`config.mk`:
```
export PLATFORM = sky130hd
export DESIGN_NAME = memory_system
export DESIGN_NICKNAME = d
export VERILOG_FILES = /design/src/rtl/memory_system.sv
export SDC_FILE = /design/constraint.sdc
export NUM_CORES = 2
export LEC_CHECK = 0
export BUFFER_PORTS_ARGS = -buffer_cell sky130_fd_sc_hd__buf_4
export CORE_ASPECT_RATIO = 2
export CORE_MARGIN = 2
export CORE_UTILIZATION = 40
export CTS_CLUSTER_DIAMETER = 100
export DETAILED_ROUTE_END_ITERATION = 12
export SLEW_MARGIN = 0
export SYNTH_ARGS = -nofsm -noshare
export SYNTH_HDL_FRONTEND = slang
export SYNTH_SLANG_ARGS = --single-unit
export TNS_END_PERCENT = 20
```
`constraint.sdc`:
```
create_clock -name clk -period 2.05 [get_ports clk]
set_input_delay 0.41 -clock clk [delete_from_list [all_inputs] [get_ports clk]]
set_output_delay 0.41 -clock clk [all_outputs]
set_load 0.03 [all_outputs]
```
`src/rtl/memory_system.sv`:
```
// Byte-addressed memory subsystem: loadable program memory, data RAM, and
// optional memory-mapped I/O ports (enabled by the MEM_IO_PORTS_EN macro).
module memory_system #(
  parameter int LOAD_ON_RESET = 1,
  parameter int PROG_BYTES    = 128
) (
  input  logic        clk,
  input  logic        reset,
  input  logic [7:0]  address,
  input  logic [7:0]  to_memory,
  input  logic        write,
  output logic [7:0]  from_memory,
  input  logic        load_start,
  input  logic        load_valid,
  input  logic [7:0]  load_data,
  input  logic        load_done,
  output logic        load_ready,
  output logic        cpu_hold,
  output logic [31:0] port_out,
  input  logic [31:0] port_in
);

  typedef enum logic {
    LOAD = 1'b0,
    RUN  = 1'b1
  } state_t;

  localparam state_t     RESET_STATE = (LOAD_ON_RESET != 0) ? LOAD : RUN;
  localparam logic [6:0] LAST_IDX    = 7'(PROG_BYTES - 1);

  logic [7:0]  prog_mem [0:127];
  logic [7:0]  data_mem [0:127];

  state_t      state_q, state_d;
  logic [6:0]  cnt_q, cnt_d;
  logic        hold_q;
  logic        prog_we;
  logic        cpu_we;
  logic        ram_we;

  logic        is_prog;
  logic        prog_in_range;
  logic        is_ram;
  logic        is_oport;
  logic        is_iport;

  logic [7:0]  rd_data_p0;
  logic [7:0]  rd_data_p1;
  logic [31:0] port_out_q;

  // Address decode
  assign is_prog       = ~address[7];
  assign prog_in_range = int'(address) < PROG_BYTES;

`ifdef MEM_IO_PORTS_EN
  assign is_ram   = address[7] && (address < 8'hE0);
  assign is_oport = (address[7:2] == 6'b111000);
  assign is_iport = (address[7:2] == 6'b111100);
`else
  assign is_ram   = address[7];
  assign is_oport = 1'b0;
  assign is_iport = 1'b0;
`endif

  always_comb begin
    rd_data_p0 = 8'h00;
    if (is_prog) begin
      if (prog_in_range) rd_data_p0 = prog_mem[address[6:0]];
    end else if (is_ram) begin
      rd_data_p0 = data_mem[address[6:0]];
`ifdef MEM_IO_PORTS_EN
    end else if (is_oport) begin
      rd_data_p0 = port_out_q[{address[1:0], 3'b000} +: 8];
    end else if (is_iport) begin
      rd_data_p0 = port_in[{address[1:0], 3'b000} +: 8];
`endif
    end
  end

  // Loader FSM: a byte accepted together with load_done is still written
  always_comb begin
    state_d = state_q;
    cnt_d   = cnt_q;
    prog_we = 1'b0;
    case (state_q)
      LOAD: begin
        if (load_valid) begin
          prog_we = 1'b1;
          cnt_d   = cnt_q + 7'd1;
        end
        if ((load_valid && (cnt_q == LAST_IDX)) || load_done) begin
          state_d = RUN;
          cnt_d   = 7'd0;
        end
      end
      RUN: begin
        if (load_start) begin
          state_d = LOAD;
          cnt_d   = 7'd0;
        end
      end
    endcase
  end

  assign cpu_we = write && (state_q == RUN);
  assign ram_we = cpu_we && is_ram;

  // Stage p0 -> p1: registered read data and control state
  always_ff @(posedge clk or posedge reset) begin
    if (reset) begin
      state_q    <= RESET_STATE;
      cnt_q      <= 7'd0;
      hold_q     <= (RESET_STATE == LOAD);
      rd_data_p1 <= 8'h00;
    end else begin
      state_q    <= state_d;
      cnt_q      <= cnt_d;
      hold_q     <= (state_d == LOAD);
      rd_data_p1 <= rd_data_p0;
    end
  end

  // Arrays have no reset so an aborted load keeps the bytes already written
  always_ff @(posedge clk) begin
    if (prog_we) prog_mem[cnt_q] <= load_data;
    if (ram_we)  data_mem[address[6:0]] <= to_memory;
  end

`ifdef MEM_IO_PORTS_EN
  always_ff @(posedge clk or posedge reset) begin
    if (reset) begin
      port_out_q <= 32'h0;
    end else if (cpu_we && is_oport) begin
      port_out_q[{address[1:0], 3'b000} +: 8] <= to_memory;
    end
  end
`else
  logic unused_port_in;
  assign unused_port_in = ^{port_in, is_oport, is_iport};
  assign port_out_q     = 32'h0;
`endif

  assign from_memory = rd_data_p1;
  assign load_ready  = hold_q;
  assign cpu_hold    = hold_q;
  assign port_out    = port_out_q;

endmodule

```
==> metrics.md <==
| Metric | Value |
|---|---|
| YS warnings | `0` |
| I/O Buffers | `39` |
| 1st-iter DRT viols | `4,718` |
| Clock transition at the registers of the reported paths | `80 ps` |
| Tot Pwr | `87.7 mW` |
| Critical path startpoint category | `register` |
| Post-Route Skew | `44.3 ps` |
| Final min period | `2500 ps` |
| Final #Nets | `5,374` |
| Finished Cell Area | `100,000 µm²` |
| WL final | `264,000 µm` |
| WS Path Type | `reg2reg` |
| Area Overhead vs Synth | `24.1%` |
| Cells after Synth | `4,390` |
| Total CTS buffers | `175` |
| Detail Placement HPWL | `187,000 µm` |
| Placer Congestion | `0.940` |
| Final Max Slew Viols | `0` |
| Pre-antenna DRT Iters | `6` |
| Skew-Pair Late Insertion Delay | `840 ps` |
| Cell accounting for the most synthesized area | `edfxtp_1` |
| Slew @ Worst Pin | `820 ps` |
| Initial antenna violation count | `7` |
| Avg WL per Cell | `32.9 µm` |
| Post-synth EDFFs | `2,048` |
| Vias in the first global route | `48,353` |
| Share of the synthesized area in the top cell type | `76.1%` |
| Post-Place Worst Slack | `-1810 ps` |
| Max clock buf depth | `4` |
| Critical Path Fanout Max | `1` |
| Vias | `47,432` |
| Worst Path Arrival | `3210 ps` |
| Post-DR vias/cell | `5.91` |
| Residual DRC | `0` |
| Pwr Density | `875 nW/µm²` |
| Failing checks | `negative setup slack` |
| Die H | `640 µm` |
| Synth top cells by count | `edfxtp_1 (2,048), nor2_1 (357), mux4_2 (230)` |
| # setup viols final | `26` |
| Initial Utilization | `40.2%` |
| Fin Hold WS | `44.9 ps` |
| Slowest-stage cell, CP | `mux4_2` |
| Leak | `33.1 nW` |
| GRT Util Overall | `25.5%` |
| Most common cell in the netlist | `edfxtp_1` |
| Antenna-violating nets left | `0` |
| GRT overflow | `0` |
| Req. time, crit path | `2760 ps` |
| Crit path cell chain | `mux4_2 -> a221o_1 -> o211ai_1 -> o311ai_1 -> o211ai_1 -> buf_4 -> a32oi_2` |
| Hold Violations, Final | `0` |
| Average size of a mapped cell | `18.4 µm²` |
| Most Frequent Cell on Critical Path | `o211ai_1` |
| Die width | `322 µm` |
| Max-cap violations | `0` |
| CTS tree | `done` |
| Fmax | `399 MHz` |
| Pin count of the biggest net entering global routing | `81` |
| Top Ports | `104` |
| Layout cells sized above 1 | `34.4%` |
| Post-synthesis cell area | `80,800 µm²` |
| Relative slew slack | `45.3%` |
| Yosys reg bits | `2,065` |
| RSZ-0062 raised after global routing | `yes` |
| Die area | `206,000 µm²` |
| Async SR Flop Fraction | `0.823%` |
| Setup slack after layout | `-454 ps` |
| Peak supply drop | `0.583 mV` |
| Critical path endpoint category | `register` |
| Clk sink count | `2,065` |
| Global-route wire length before repair | `368,000 µm` |
| Largest stage delay on the critical path | `530 ps` |
| Placed Area | `93,800 µm²` |
| Outcome | `finished, violations left` |
| H-tree levels | `4` |
| CTS root buf | `clkbuf_16` |
| Top_reg_cell synth | `edfxtp_1` |
| Core Rows | `233` |
| Register area share after synthesis | `76.6%` |
| Area contributors post-synth | `edfxtp_1 (76%), mux4_2 (6.4%), mux2i_1 (2.1%), nor2_1 (1.7%), a221oi_1 (1.4%)` |
| Core region area | `201,000 µm²` |
| Post-synthesis cell type count | `85` |
| Hold Crit Class | `in2reg` |
| Final period util | `122%` |
## cells by family after synthesis
group | count (synthesis) | share of synthesized area [%]
XOR/XNOR | 1 | 0.0108
buffers and inverters | 330 | 2.52
AND/OR/NAND/NOR | 667 | 3.57
flip-flops | 2065 | 76.6
other | 1 | 0.00464
multiplexers | 487 | 9.73
adder cells (fa/ha/maj) | 1 | 0.0155
AO/OA/AOI/OAI | 838 | 7.51
## sequential cells by signal, summed over array words and instances, names as in the netlist
register / cells
cpu_hold: 1
from_memory: 8
data_mem: 1024
state_q: 1
cnt_q: 7
prog_mem: 1024
## cells in the final DEF, fill, tap and decap left out, types with 79 or more instances in the layout
cell / instances
nor2_1: 221
nand2_1: 138
buf_12: 235
nor2_4: 99
a21oi_1: 157
mux2_2: 79
clkbuf_16: 178
buf_4: 781
edfxtp_1: 2048
mux4_2: 230
a22oi_1: 125
a221oi_1: 114
o21ai_0: 81
mux2i_1: 168
## final cells by class
class,instances,area [µm²]
fill,16302,101000
sequential,2065,61900
multi-input combinational,2026,18500
timing repair buffer,1033,10800
clock buffer,201,4540
tap,2585,3230
clock inverter,105,1250
inverter,10,43.8
antenna,2,5.00
## per-layer routing
layer | vias to the layer above | track usage (%) | part of all wire [%]
met4 | 2 | 18.3 | 8.7
met3 | 696 | 2.91 | 5.7
li1 | 19745 | - | -
met5 | - | 0 | 0.0049
met2 | 2281 | 46.5 | 53
met1 | 24708 | 27.2 | 32
## final timing paths
check                            startpoint               to  slack [ps]  depth (start not counted)
max in group asynchronous             reset          state_q        1360                          4
setup / recovery           prog_mem[125][3]   from_memory[3]        -450                          7
hold reg to reg                    cnt_q[2]         cnt_q[2]         630                          1
min in group asynchronous             reset   from_memory[4]         270                          4
setup reg to reg           prog_mem[125][3]   from_memory[3]        -450                          7
hold / removal                 load_data[0]  prog_mem[81][0]          40                          1
## power breakdown
part           switching, mW  total [mW]  internal [mW]
Sequential            0.0903        46.5           46.4
Clock                   15.3        34.6           19.2
Combinational           4.18        6.65           2.46
Total                   19.6        87.7           68.1
## per-stage QoR
stage	std cells	util, %	setup TNS [ps]
2_1_floorplan	4421	-	-87250
6_report	8027	49.9	-1840
3_3_place_gp	7718	46.6	-571880
4_1_cts	8027	49.7	-1850
5_1_grt	8026	49.9	-1960
3_5_place_dp	7718	46.6	-576990
## critical path: cells and delay by family (launching register included)
family          cells  cell delay [ps]
buf+inv             1              220
compound gates      5             1250
flops               1              380
mux                 1              530
## what timing repair did
action	CTS	global route
pin swaps	31	23
endpoints found under the setup margin	251	42
hold endpoints to repair	41	0
hold buffers	5	0
buffers inserted	2	0
gates resized for setup	86	48
Note: power is estimated with default switching activity, not from simulation.
